<file path="src/rtl/inv_mix_col_seq.sv">
// rtl/inv_mix_col_seq.sv - AES-128 decryption round tail: AddRoundKey, then InvMixColumns one column per cycle.
// Optional macro AES_ARK_FUSE_EN: fuse AddRoundKey (in_state ^ in_key) at accept; otherwise in_key is ignored.
module inv_mix_col_seq #(
    parameter int COLS = 4
) (
    input  logic         clk,
    input  logic         rst_n,
    input  logic         in_valid,
    output logic         in_ready,
    input  logic [127:0] in_state,
    input  logic [127:0] in_key,
    input  logic         in_last,
    output logic         out_valid,
    input  logic         out_ready,
    output logic [127:0] out_state
);

    localparam logic [1:0] LAST_COL = 2'(COLS - 1);

    typedef enum logic [1:0] {IDLE, COL, DONE} state_t;

    state_t       state;
    logic [1:0]   col;
    logic [127:0] work;
    logic [127:0] ark;
    logic [31:0]  col_in;
    logic [31:0]  col_out;
    logic [127:0] out_next;

`ifdef AES_ARK_FUSE_EN
    assign ark = in_state ^ in_key;
`else
    logic unused_key;
    assign unused_key = ^in_key;
    assign ark = in_state;
`endif

    function automatic logic [7:0] xt(input logic [7:0] b);
        return {b[6:0], 1'b0} ^ (b[7] ? 8'h1b : 8'h00);
    endfunction

    // Each coefficient (09, 0b, 0d, 0e) is built from x, 2x, 4x, 8x of the same byte.
    function automatic logic [31:0] inv_mix(input logic [31:0] c);
        logic [7:0] a [4];
        logic [7:0] m9 [4];
        logic [7:0] mb [4];
        logic [7:0] md [4];
        logic [7:0] me [4];
        logic [7:0] x2, x4, x8;
        for (int i = 0; i < 4; i++) begin
            a[i]  = c[31-8*i -: 8];
            x2    = xt(a[i]);
            x4    = xt(x2);
            x8    = xt(x4);
            m9[i] = x8 ^ a[i];
            mb[i] = x8 ^ x2 ^ a[i];
            md[i] = x8 ^ x4 ^ a[i];
            me[i] = x8 ^ x4 ^ x2;
        end
        return {me[0] ^ mb[1] ^ md[2] ^ m9[3],
                m9[0] ^ me[1] ^ mb[2] ^ md[3],
                md[0] ^ m9[1] ^ me[2] ^ mb[3],
                mb[0] ^ md[1] ^ m9[2] ^ me[3]};
    endfunction

    always_comb begin
        col_in   = work[127:96];
        out_next = out_state;
        case (col)
            2'd0: col_in = work[127:96];
            2'd1: col_in = work[95:64];
            2'd2: col_in = work[63:32];
            2'd3: col_in = work[31:0];
            default: col_in = work[127:96];
        endcase
        col_out = inv_mix(col_in);
        case (col)
            2'd0: out_next[127:96] = col_out;
            2'd1: out_next[95:64]  = col_out;
            2'd2: out_next[63:32]  = col_out;
            2'd3: out_next[31:0]   = col_out;
            default: out_next = out_state;
        endcase
    end

    always_ff @(posedge clk or negedge rst_n) begin
        if (!rst_n) begin
            state     <= IDLE;
            col       <= 2'd0;
            work      <= '0;
            out_state <= '0;
            out_valid <= 1'b0;
            in_ready  <= 1'b1;
        end else begin
            case (state)
                IDLE: begin
                    if (in_valid) begin
                        in_ready <= 1'b0;
                        if (in_last) begin
                            out_state <= ark;
                            out_valid <= 1'b1;
                            state     <= DONE;
                        end else begin
                            work  <= ark;
                            col   <= 2'd0;
                            state <= COL;
                        end
                    end
                end
                COL: begin
                    out_state <= out_next;
                    col       <= col + 2'd1;
                    if (col == LAST_COL) begin
                        out_valid <= 1'b1;
                        state     <= DONE;
                    end
                end
                DONE: begin
                    if (out_ready) begin
                        out_valid <= 1'b0;
                        in_ready  <= 1'b1;
                        state     <= IDLE;
                    end
                end
                default: begin
                    out_valid <= 1'b0;
                    in_ready  <= 1'b1;
                    state     <= IDLE;
                end
            endcase
        end
    end

endmodule
</file>
<file path="config.mk">
export PLATFORM = sky130hd
export DESIGN_NAME = inv_mix_col_seq
export DESIGN_NICKNAME = d
export VERILOG_FILES = /design/src/rtl/inv_mix_col_seq.sv
export SDC_FILE = /design/constraint.sdc
export NUM_CORES = 1
export LEC_CHECK = 0
export CAP_MARGIN = 20
export CORE_MARGIN = 4
export CORE_UTILIZATION = 35
export CTS_CLUSTER_SIZE = 28
export DETAILED_ROUTE_END_ITERATION = 7
export DONT_BUFFER_PORTS = 1
export GPL_TIMING_DRIVEN = 0
export PLACE_DENSITY_LB_ADDON = 0.12
export SLEW_MARGIN = 40
export SYNTH_ARGS = -nofsm -noshare
export SYNTH_HDL_FRONTEND = slang
export SYNTH_SLANG_ARGS = --single-unit
</file>
<file path="constraint.sdc">
create_clock -name clk -period 4.3 [get_ports clk]
set_clock_uncertainty 0.15 [all_clocks]
set_input_delay 0.86 -clock clk [delete_from_list [all_inputs] [get_ports clk]]
set_output_delay 0.86 -clock clk [all_outputs]
set_load 0.01 [all_outputs]
</file>
[Word-level counts from Yosys, hierarchy flattened]
Cells that the tools add are included.
Operators by class
  bitwise operators: 50
  shift-type cells: 0
  magnitude comparators: 0
  $add $sub $neg: 1
  reduce and logical (&&, ||, !) cells: 12
  $mul: 0
  equal/unequal tests: 13
  div/mod/pow operators: 0
  multiplexer cells: 36
Operator list (number)
  $xor A8 B8 Y8: 36
  $mux W128: 2
  $pmux W128 S2: 1
  $mux W32: 4
  $pmux W32 S4: 1
  $xor A8 B5 Y8: 12
  $mux W5: 12
  $reduce_and A4 Y1: 5
  $mux W2: 6
  $reduce_and A3 Y1: 4
  $ne A2 B2 Y1 const B: 5
  $eq A2 B2 Y1 const B: 3
  $mux W1: 6
  $ne A2 B1 Y1 const B: 3
  $pmux W1 S3: 2
  $pmux W2 S3: 1
  $eq A2 B1 Y1 const B: 2
  $logic_not A2 Y1: 2
  $pmux W2 S2: 1
  $add A2 B1 Y2 const B: 1
  $not A1 Y1: 2
  $reduce_bool A2 Y1: 1
Word-level totals
  memory bits (read-only): 0
  output and inout port bits: 130
  memory bits (writable): 0
  memories kept: 0
  latch bits: 0
  input port bits: 261
  logic and storage cells: 121
  register bits: 262

[Longest topological paths before layout]
  depth in word-level cells: 15
  mapped depth: 14
  gate-level depth less buffers: 10

[Worst setup path before layout]
OpenSTA, ideal clock, no wires.
  path kind: reg-to-reg
  start: register col[0]
  end: register out_state[116]
  arrival: 3.190 ns
  setup slack: 0.830 ns
  cell stages (with the launch flop): 12
  path buffers: 2
  period minus slack after synthesis: 3.470 ns
  setup time: 0.130 ns
  required time: 4.020 ns
  cell sequence: dfrtp_1 ha_1 buf_6 buf_6 a222oi_1 xor2_1 a21oi_2 xnor2_4 xnor3_1 xnor3_1 nor2_1 o21ai_0
On the way
  longest elaborated chain between the ends: 13
  elaborated cells between the ends (all ways): 42
  those cells by class: eq/ne: 4; mux: 14; bitwise: 22; reduce/logical: 2
Ends and longest elaborated chain
  start: declaration: RTL line 23  | logic [1:0] col;
  start signal: assignment: RTL line 112  | col <= col + 2'd1;
  $eq A2 B2 Y1 (tied with other cells): RTL line 69  | case (col)
  $pmux W32 S4: RTL line 69
  $xor A8 B5 Y8: RTL line 39  | return {b[6:0], 1'b0} ^ (b[7] ? 8'h1b : 8'h00);
  $mux W5 / $xor A8 B5 Y8 (equally long branches): RTL line 39
  $xor A8 B5 Y8 / $mux W5 (equally long branches): RTL line 39
  $xor A8 B5 Y8: RTL line 39
  $xor A8 B8 Y8 (2 in series): RTL line 58  | me[i] = x8 ^ x4 ^ x2;
  $xor A8 B8 Y8 (3 in series): RTL line 61  | m9[0] ^ me[1] ^ mb[2] ^ md[3],
  $mux W32: RTL line 77  | case (col)
  $pmux W128 S2: RTL line 95  | case (state)
  end signal: assignment: RTL line 100  | out_state <= ark;
  end signal: assignment: RTL line 111  | out_state <= out_next;
  end: declaration: RTL line 15  | output logic [127:0] out_state
Parallel ways exist; a longest one is shown, timed or not. The select of a mux whose other input is x is not followed.
A chain may end at the register's enable or synchronous reset.

[Worst setup path in the final report]
  start: register col[1]
  end: register out_state[76]
On the way
  longest elaborated chain between the ends: 13
  elaborated cells between the ends (all ways): 42
  those cells by class: eq/ne: 4; mux: 14; bitwise: 22; reduce/logical: 2
Ends and longest elaborated chain
  $eq A2 B2 Y1 (tied with other cells): RTL line 69
  $pmux W32 S4: RTL line 69
  $xor A8 B5 Y8: RTL line 39
  $mux W5 / $xor A8 B5 Y8 (equally long branches): RTL line 39
  $xor A8 B5 Y8 / $mux W5 (equally long branches): RTL line 39
  $xor A8 B5 Y8: RTL line 39
  $xor A8 B8 Y8 (2 in series): RTL line 57  | md[i] = x8 ^ x4 ^ a[i];
  $xor A8 B8 Y8 (3 in series): RTL line 62  | md[0] ^ m9[1] ^ me[2] ^ mb[3],
  $mux W32: RTL line 77
  $pmux W128 S2: RTL line 95
Parallel ways exist; a longest one is shown, timed or not. The select of a mux whose other input is x is not followed.

==> flow_metrics.tcl <==
set metrics [dict create \
    status "finished, violations left" \
    violations "negative hold slack" \
    grt_max_degree 263 \
    grt_use_total 0.2811 \
    timing_worst_setup_path_type "flop to flop" \
    crit_required_ns 4.59 \
    period_share 0.9895 \
    dp_worst_setup_slack_ns -0.7731 \
    io_buffers 0 \
    first_global_vias 11480 \
    numCtsBuffers 30 \
    fin_crit_ns 4.255 \
    vias_per_cell 5.637 \
    instances_no_fill 2043 \
    die_h_um 212.3 \
    core_area_sq_um 41020 \
    antenna_found_initial 2 \
    setup_viol 0 \
    yosysWarnings 0 \
    hold_viol_final 107 \
    antenna_left 0 \
    clk_latency_ns 0.59 \
    final_cell_mix "261 x dfrtp_1, 180 x xnor2_1, 145 x nand2_1, 138 x nor2_1, 126 x mux2_2" \
    worst_pin_slew_ns 1.083 \
    holdWs_ns -0.1750 \
    routed_wl_um 64270 \
    fmaxAchievable_ghz 0.2350 \
    grt_pass1_wl_um 90220 \
    syn_nets 1684 \
    grt_setup_unrepaired "yes" \
    dpl.cell_count 1975 \
    final_common_cell "dfrtp_1" \
    die_x_um 212.3 \
    final_layout_size_suffix_gt1_frac 0.1859 \
    place_area_sq_um 15410 \
    final_area_sq_um 16640 \
    h-tree-depth 1 \
    drc 0 \
    syn-instance-count 1419 \
    slew_viol_final 0 \
    start_util 0.3560 \
    clock_sinks 262 \
    cts.clk_slew.worst_paths_ns 0.06 \
    synth_ff_type "dfrtp_1" \
    clockBufferDepth 3 \
    fin_ws_ns 0.04501 \
    cts_tree "done" \
    syn_area_sq_um 14600 \
    drt_pass1_iterations 7 \
    drtIter0Drc 1163 \
    cp.arrival_ns 4.54 \
    start_kind "flop" \
    dpl.hpwl_um 49450 \
    die_area_sq_um 45060 \
    async_flop_share 1.000 \
    ys_ff_latch 262 \
    fillerInstances 4115 \
    io-pin-count 391 \
    synth.distinct_cells 40 \
    yosys.area.top_type "dfrtp_1" \
    synth-edff-count 0 \
    place.gp.congestion 0.9570 \
    multiInputGateArea_sq_um 7702 \
    worstHoldPathType "input pin to asynchronous set/reset pin" \
    syn2layout_area_growth_pct 13.97 \
    path_max_fanout 10 \
    cap_violations 0 \
    synth_area_per_cell_sq_um 10.29 \
    grt-ovfl-total 0 \
    synth_top_area_share 0.4472 \
    regArea_sq_um 6558 \
    dr_total_vias 11520 \
    yosysSeqAreaShare 0.4490 \
    cp-end-kind "flop" \
    layout.nets 1751 \
    maxSlewHeadroom 0.2780 \
    wl_per_cell_um 31.46 \
    root_buffer "clkbuf_16" \
    fp-row-count 74 \
    synth_area_leaders "dfrtp_1 45%, xnor2_1 11%, mux2_2 9.7%, xor2_1 4.1%, xnor3_1 3.9%" \
]
[metal layers]
metal / part of all wire / up-vias / GRT usage
met5: 0 / - / 0
met3: 0.091 / 78 / 0.06507
met1: 0.42 / 5894 / 0.3856
met4: 0.028 / 0 / 0.07108
met2: 0.46 / 523 / 0.4531
li1: - / 5021 / -
[cell families after synthesis]
kind of cell / count (synthesis) / synth area share
AOI/OAI and AO/OA: 294 / 0.1223
and+or+nand+nor: 307 / 0.08216
muxes: 149 / 0.1145
buffers and inverters: 121 / 0.03401
xor gates and xnor gates: 282 / 0.1945
adders and majority gates: 4 / 0.003427
DFF: 262 / 0.4490
[cells in the mapped netlist, drive strengths merged (3+ instances only)]
master and number:
a31oi 28, xnor3 25, o31ai 40, inv 10, xnor2 187, nand3b 3
clkbuf 86, nor2 145, and3 8, a21oi 107, nand2 146, buf 24
mux2 126, ha 4, o21ai 81, dfrtp 261, mux2i 23, a222oi 32
xor2 70
[repair_timing]
action,CTS,global route
buffers inserted,9,2
endpoints found under the hold margin,262,261
pin swaps,4,1
endpoints found under the setup margin,116,80
cloned,0,0
gates resized for setup,30,20
[registers in the layout (all words and copies together), names as in the netlist]
register	cells
in_ready	1
out_state	128
state	2
work	128
col	2
out_valid	1
[worst paths after layout]
kind / depth (start not counted) / to / slack (ns) / start
max reg2reg: 12 / out_state[76]$_DFFE_PN0P_ / 0.05 / col[1]$_DFFE_PN0P_
min: 0 / out_state[14]$_DFFE_PN0P_ / -0.18 / rst_n
min in group clk: 1 / state[1]$_DFFE_PN0P_ / 0.21 / out_ready
min reg2reg: 1 / work[62]$_DFFE_PN0P_ / 0.35 / work[62]$_DFFE_PN0P_
max in group asynchronous: 0 / work[100]$_DFFE_PN0P_ / 3.27 / rst_n
max: 12 / out_state[76]$_DFFE_PN0P_ / 0.05 / col[1]$_DFFE_PN0P_
[layout make-up]
type,count,area share
Buffer,110,0.03022
Clock buffer,45,0.05338
Tap cell,532,0.03999
Antenna cell,5,0.0007518
Inverter,11,0.002481
Clock inverter,7,0.002556
Sequential cell,262,0.3940
Timing Repair Buffer,35,0.01383
Multi-Input combinational cell,1036,0.4628
[worst max-delay path, cell delays in order, from the launching register on]
cell,delay (ns)
dfrtp_1,0.42
inv_1,0.10
ha_1,0.40
buf_2,0.38
a222oi_1,0.16
clkdlybuf4s18_2,0.28
xor2_1,0.18
a21oi_1,0.59
xnor3_1,0.43
xnor3_1,0.38
xnor3_1,0.22
nand2_1,0.30
a21oi_1,0.12
[through the flow]
stage	utilization	setup TNS, ns
floorplan	-	0
global placement	0.3723	-74.28
detailed placement	0.3757	-47.36
CTS	0.4028	0
global route	0.4056	-0.1513
finish	0.4058	0
Power is not shown: default switching activity piles up to over one toggle a cycle in this logic, so the estimate is an artifact.
